### src/rtl/aes_lite_pkg.sv
// Shared constants and types for the AES-lite result path.
package aes_lite_pkg;

  localparam int AES_LITE_DATA_W     = 8;
  localparam int AES_LITE_FIFO_DEPTH = 4;

  // Occupancy class of the result FIFO: empty, some entries, or every slot used.
  typedef enum logic [1:0] {
    FIFO_EMPTY   = 2'd0,
    FIFO_PARTIAL = 2'd1,
    FIFO_FULL    = 2'd2
  } fifo_state_t;

endpackage

### src/rtl/aes_lite_fifo_mem.sv
// DEPTH x DATA_W register array with one write port and an asynchronous read.
// Contents are not reset; the owner qualifies the read data with its own valid.
module aes_lite_fifo_mem #(
  parameter int DATA_W = 8,
  parameter int DEPTH  = 4,
  localparam int PTR_W = $clog2(DEPTH)
) (
  input  logic              clk,
  input  logic              wr_en,
  input  logic [PTR_W-1:0]  wr_addr,
  input  logic [DATA_W-1:0] wr_data,
  input  logic [PTR_W-1:0]  rd_addr,
  output logic [DATA_W-1:0] rd_data
);

  logic [DATA_W-1:0] mem_reg [DEPTH];
  logic [DEPTH-1:0]  entry_we;

  // One write-enable per entry, decoded from the write address.
  generate
    for (genvar gi = 0; gi < DEPTH; gi++) begin : g_we
      assign entry_we[gi] = wr_en && (wr_addr == PTR_W'(gi));
    end
  endgenerate

  // Capture the write data into the addressed entry.
  always_ff @(posedge clk) begin
    for (int i = 0; i < DEPTH; i++) begin
      if (entry_we[i]) begin
        mem_reg[i] <= wr_data;
      end
    end
  end

  // Head entry is visible combinationally (first-word fall-through).
  assign rd_data = mem_reg[rd_addr];

endmodule

### src/rtl/aes_lite_result_fifo.sv
// Result FIFO behind the AES-lite core: pushes one byte per rising edge of
// the core's ready level, drops on full (sticky overflow), and keeps a
// running XOR of every byte handed to the consumer.
module aes_lite_result_fifo
  import aes_lite_pkg::*;
#(
  parameter int DATA_W = AES_LITE_DATA_W,
  parameter int DEPTH  = AES_LITE_FIFO_DEPTH,
  localparam int PTR_W = $clog2(DEPTH),
  localparam int LVL_W = $clog2(DEPTH) + 1
) (
  input  logic              clk,
  input  logic              rst,
  input  logic [DATA_W-1:0] res_data,
  input  logic              res_ready,
  output logic [DATA_W-1:0] out_data,
  output logic              out_valid,
  input  logic              out_ready,
  output logic [LVL_W-1:0]  level,
  output logic              overflow,
  input  logic              clr_ovf,
  output logic [DATA_W-1:0] chk
);

  logic              res_ready_prev_reg;
  logic [PTR_W-1:0]  wr_ptr_reg;
  logic [PTR_W-1:0]  rd_ptr_reg;
  logic [LVL_W-1:0]  level_reg, level_next;
  logic              overflow_reg, overflow_next;
  logic [DATA_W-1:0] chk_reg, chk_next;
  fifo_state_t       state_reg, state_next;

  logic push_req;
  logic do_pop;
  logic is_full;
  logic do_write;
  logic do_drop;

  // The previous-ready register powers up high so a level already asserted
  // when reset releases is not mistaken for a new result.
  assign push_req  = res_ready && !res_ready_prev_reg;
  assign out_valid = (state_reg != FIFO_EMPTY);
  assign is_full   = (state_reg == FIFO_FULL);
  assign do_pop    = out_valid && out_ready;
  // A pop in the same cycle frees the slot, so a full FIFO still accepts.
  assign do_write  = push_req && (!is_full || do_pop);
  assign do_drop   = push_req && is_full && !do_pop;

  // Next values for occupancy, sticky overflow (set beats clear) and checksum.
  always_comb begin
    level_next    = level_reg + LVL_W'(do_write) - LVL_W'(do_pop);
    overflow_next = overflow_reg;
    if (do_drop) begin
      overflow_next = 1'b1;
    end else if (clr_ovf) begin
      overflow_next = 1'b0;
    end
    chk_next = do_pop ? (chk_reg ^ out_data) : chk_reg;
  end

  // Edge detect, pointers, level, flags and checksum registers.
  always_ff @(posedge clk) begin
    if (rst) begin
      res_ready_prev_reg <= 1'b1;
      wr_ptr_reg         <= '0;
      rd_ptr_reg         <= '0;
      level_reg          <= '0;
      overflow_reg       <= 1'b0;
      chk_reg            <= '0;
    end else begin
      res_ready_prev_reg <= res_ready;
      if (do_write) begin
        wr_ptr_reg <= wr_ptr_reg + PTR_W'(1);
      end
      if (do_pop) begin
        rd_ptr_reg <= rd_ptr_reg + PTR_W'(1);
      end
      level_reg    <= level_next;
      overflow_reg <= overflow_next;
      chk_reg      <= chk_next;
    end
  end

  // Occupancy state register.
  always_ff @(posedge clk) begin
    if (rst) begin
      state_reg <= FIFO_EMPTY;
    end else begin
      state_reg <= state_next;
    end
  end

  // Occupancy state follows the next level; EMPTY reaches FULL only via PARTIAL.
  always_comb begin
    state_next = state_reg;
    case (state_reg)
      FIFO_EMPTY: begin
        if (level_next != '0) state_next = FIFO_PARTIAL;
      end
      FIFO_PARTIAL: begin
        if (level_next == '0)                 state_next = FIFO_EMPTY;
        else if (level_next == LVL_W'(DEPTH)) state_next = FIFO_FULL;
      end
      FIFO_FULL: begin
        if (level_next != LVL_W'(DEPTH)) state_next = FIFO_PARTIAL;
      end
      default: state_next = FIFO_EMPTY;
    endcase
  end

  aes_lite_fifo_mem #(
    .DATA_W (DATA_W),
    .DEPTH  (DEPTH)
  ) u_mem (
    .clk     (clk),
    .wr_en   (do_write && !rst),
    .wr_addr (wr_ptr_reg),
    .wr_data (res_data),
    .rd_addr (rd_ptr_reg),
    .rd_data (out_data)
  );

  assign level    = level_reg;
  assign overflow = overflow_reg;
  assign chk      = chk_reg;

endmodule

### config.mk
export PLATFORM = sky130hd
export DESIGN_NAME = aes_lite_result_fifo
export DESIGN_NICKNAME = d
export VERILOG_FILES = /design/src/rtl/aes_lite_pkg.sv /design/src/rtl/aes_lite_fifo_mem.sv /design/src/rtl/aes_lite_result_fifo.sv
export SDC_FILE = /design/constraint.sdc
export NUM_CORES = 1
export LEC_CHECK = 0
export ABC_CLOCK_PERIOD_IN_PS = 5600
export CAP_MARGIN = 10
export CORE_MARGIN = 2
export CORE_UTILIZATION = 55
export DETAILED_ROUTE_END_ITERATION = 8
export PLACE_DENSITY = 0.81
export SYNTH_ARGS = -nofsm -noshare
export SYNTH_HDL_FRONTEND = slang
export SYNTH_SLANG_ARGS = --single-unit
### constraint.sdc
create_clock -name clk -period 5.6 [get_ports clk]
set_input_delay 0.56 -clock clk [delete_from_list [all_inputs] [get_ports clk]]
set_output_delay 0.56 -clock clk [all_outputs]
set_load 0.1 [all_outputs]
==> results.ini <==
[run_status]
outcome=complete, no violations

[clock_network]
clkSinkCount=53
numCtsBuffers=5
cts_root_buffer=clkbuf_8
postCtsSetupBuffers=0
hold_buffers=0
cts_max_level=2
max-clock-path-buffers=2
cts_resized=0
clk_pin_slew_ns=0.09
insertion_delay_ns=0.30
cts_tree=built

[finish]
drive_gt1_share_pct=13.7
diodes=0
largest_reg_flops=32
final_util_pct=70.9
final_cell_mix=clkdlybuf4s50_1, edfxtp_1, dfxtp_1
areaGrowthSynthToFinish_pct=21.1
final_common_cell=clkdlybuf4s50_1
fill_cells=252
layout.nets=208

[min_path]
hp-class=reg -> reg
hold_depth=2

[floorplan]
die_x_um=67.1
dieArea_sq_mm=0.00450
core-area_sq_mm=0.00374
initial_core_util_pct=58.5
fp.dieH_um=67.1
floorplan.rows=22
ios=34

[route]
vias_per_cell=5.63
firstDrtPassIters=4
ant_nets=0
avgRoutedWirePerCell_um=16.7
first_iter_violations=74
wl_um=3990
dr_total_vias=1339
drc=0

[synth]
synth_area_leaders=edfxtp_1, dfxtp_1, mux4_2
netlist.area_leader.share_pct=43.9
avgSynthCellArea_sq_um=14.0
ys_types=34
syn_nets=176
syn_area_sq_mm=0.00219
synth_edf_count=32
synth_flop_cell=edfxtp_1
async_flop_share_pct=0
synth_seq_cells=53
ys.warnings.count=0
syn-instance-count=157
yosysTopAreaCell=edfxtp_1
seq_area_frac_synth_pct=63.0

[timing]
final_max_slew_viol_count=0
setup_viol=0
fmax_mhz=315
fin_skew_ns=0.00920
fin_setup_tns_ns=0
hold_violations=0
tightestPinTransition_ns=1.02
timing.hold.ws_ns=0.547
rsz0062_at_grt=no
fin_crit_ns=3.17
fin_crit_sh_pct=56.7
timing.final.ws_setup_ns=2.43
relSlewSlack_pct=32.0

[setup_path]
cp-start-kind=flop
worstRegToRegCells=7
worst-setup-path-type=reg -> out
required_ns=5.04
cp.arrival_ns=2.61
crit_fanout=8
critPathCaptureType=output pin

[global_route]
grt_usage_pct=19.5
grt_pass1_vias=1356
antenna_found_initial=0
grt_pass1_wl_um=6270
grt_max_degree=26
grt-ovfl-total=0

[job]
cap_viol_max_count=0

[place]
gp_congestion=0.809
place_ws_ns=2.16
port_buffers=33
hpwl_um=2840

[pwr]
p_leak_nw=0.882
power_mw=1.35
ir_worst_vdd_mv=0.235
powerDensity_mw_per_mm2=508

[worst max-delay path, cell delays in order (launching register included)]
cell             delay, ns
dfxtp_1               0.68
mux4_2                0.63
clkdlybuf4s50_1       1.00
[cells in the mapped netlist (3+ instances only)]
library cell  instances
nor2b_1               4
inv_1                11
nor2_1                6
a21oi_1               3
dfxtp_1              21
a21oi_2               8
nand3_1              10
o21ai_0               3
edfxtp_1             32
mux4_2                8
ha_1                  5
and2_1                4
xnor2_1               3
nand2_1               3
buf_2                 5
a21o_1                8
[stage by stage]
step                area (sq um)  std cells
detailed placement          2540        230
global route                2650        238
CTS                         2650        238
floorplan                   2190        157
global placement            2540        230
finish                      2650        238
[per-layer routing]
metal	track usage (%)	wire, um	up-vias
met2	33.9	2190	30
met1	21.9	1540	669
met4	9.18	77	0
met3	5.74	174	8
li1	-	-	632
met5	0	0	-
[cells by family after synthesis]
logic type / count (synthesis) / synth area share, %
flip-flops: 53 / 63.0
AND/OR/NAND/NOR: 40 / 10.2
AO/OA/AOI/OAI: 25 / 8.40
buffers and inverters: 19 / 3.88
multiplexers: 9 / 8.68
adder cells (fa/ha/maj): 6 / 3.77
XOR/XNOR: 5 / 2.00
[cell type report]
class                   count  area, sq um  area share (%)
clock inverters             1         30.0            1.13
clock buffers               7         86.3            3.25
flip-flops and latches     53         1380            52.1
well taps                  48         60.1            2.26
repair buffers             33          330            12.4
multi-input cells          85          724            27.3
inverters                  11         41.3            1.56
[path summary, 6_finish.rpt]
| kind | start | endpoint | slack (ns) |
|---|---|---|---|
| worst max-delay path | flop | out_data[3] | 2.43 |
| worst min-delay path | wr_ptr_reg[0]$_SDFFE_PP0P_ | wr_ptr_reg[0]$_SDFFE_PP0P_ | 0.55 |
| worst max register to register | state_reg[0]$_SDFFE_PP0P_ | state_reg[0]$_SDFFE_PP0P_ | 2.65 |
| worst min register to register | wr_ptr_reg[0]$_SDFFE_PP0P_ | wr_ptr_reg[0]$_SDFFE_PP0P_ | 0.55 |
[power breakdown]
| group | internal [mW] | total (mW) | switching [mW] |
|---|---|---|---|
| clock network | 0.146 | 0.262 | 0.117 |
| registers | 0.450 | 0.499 | 0.0498 |
| logic | 0.173 | 0.587 | 0.414 |
Power figures use the tool's default switching activity.
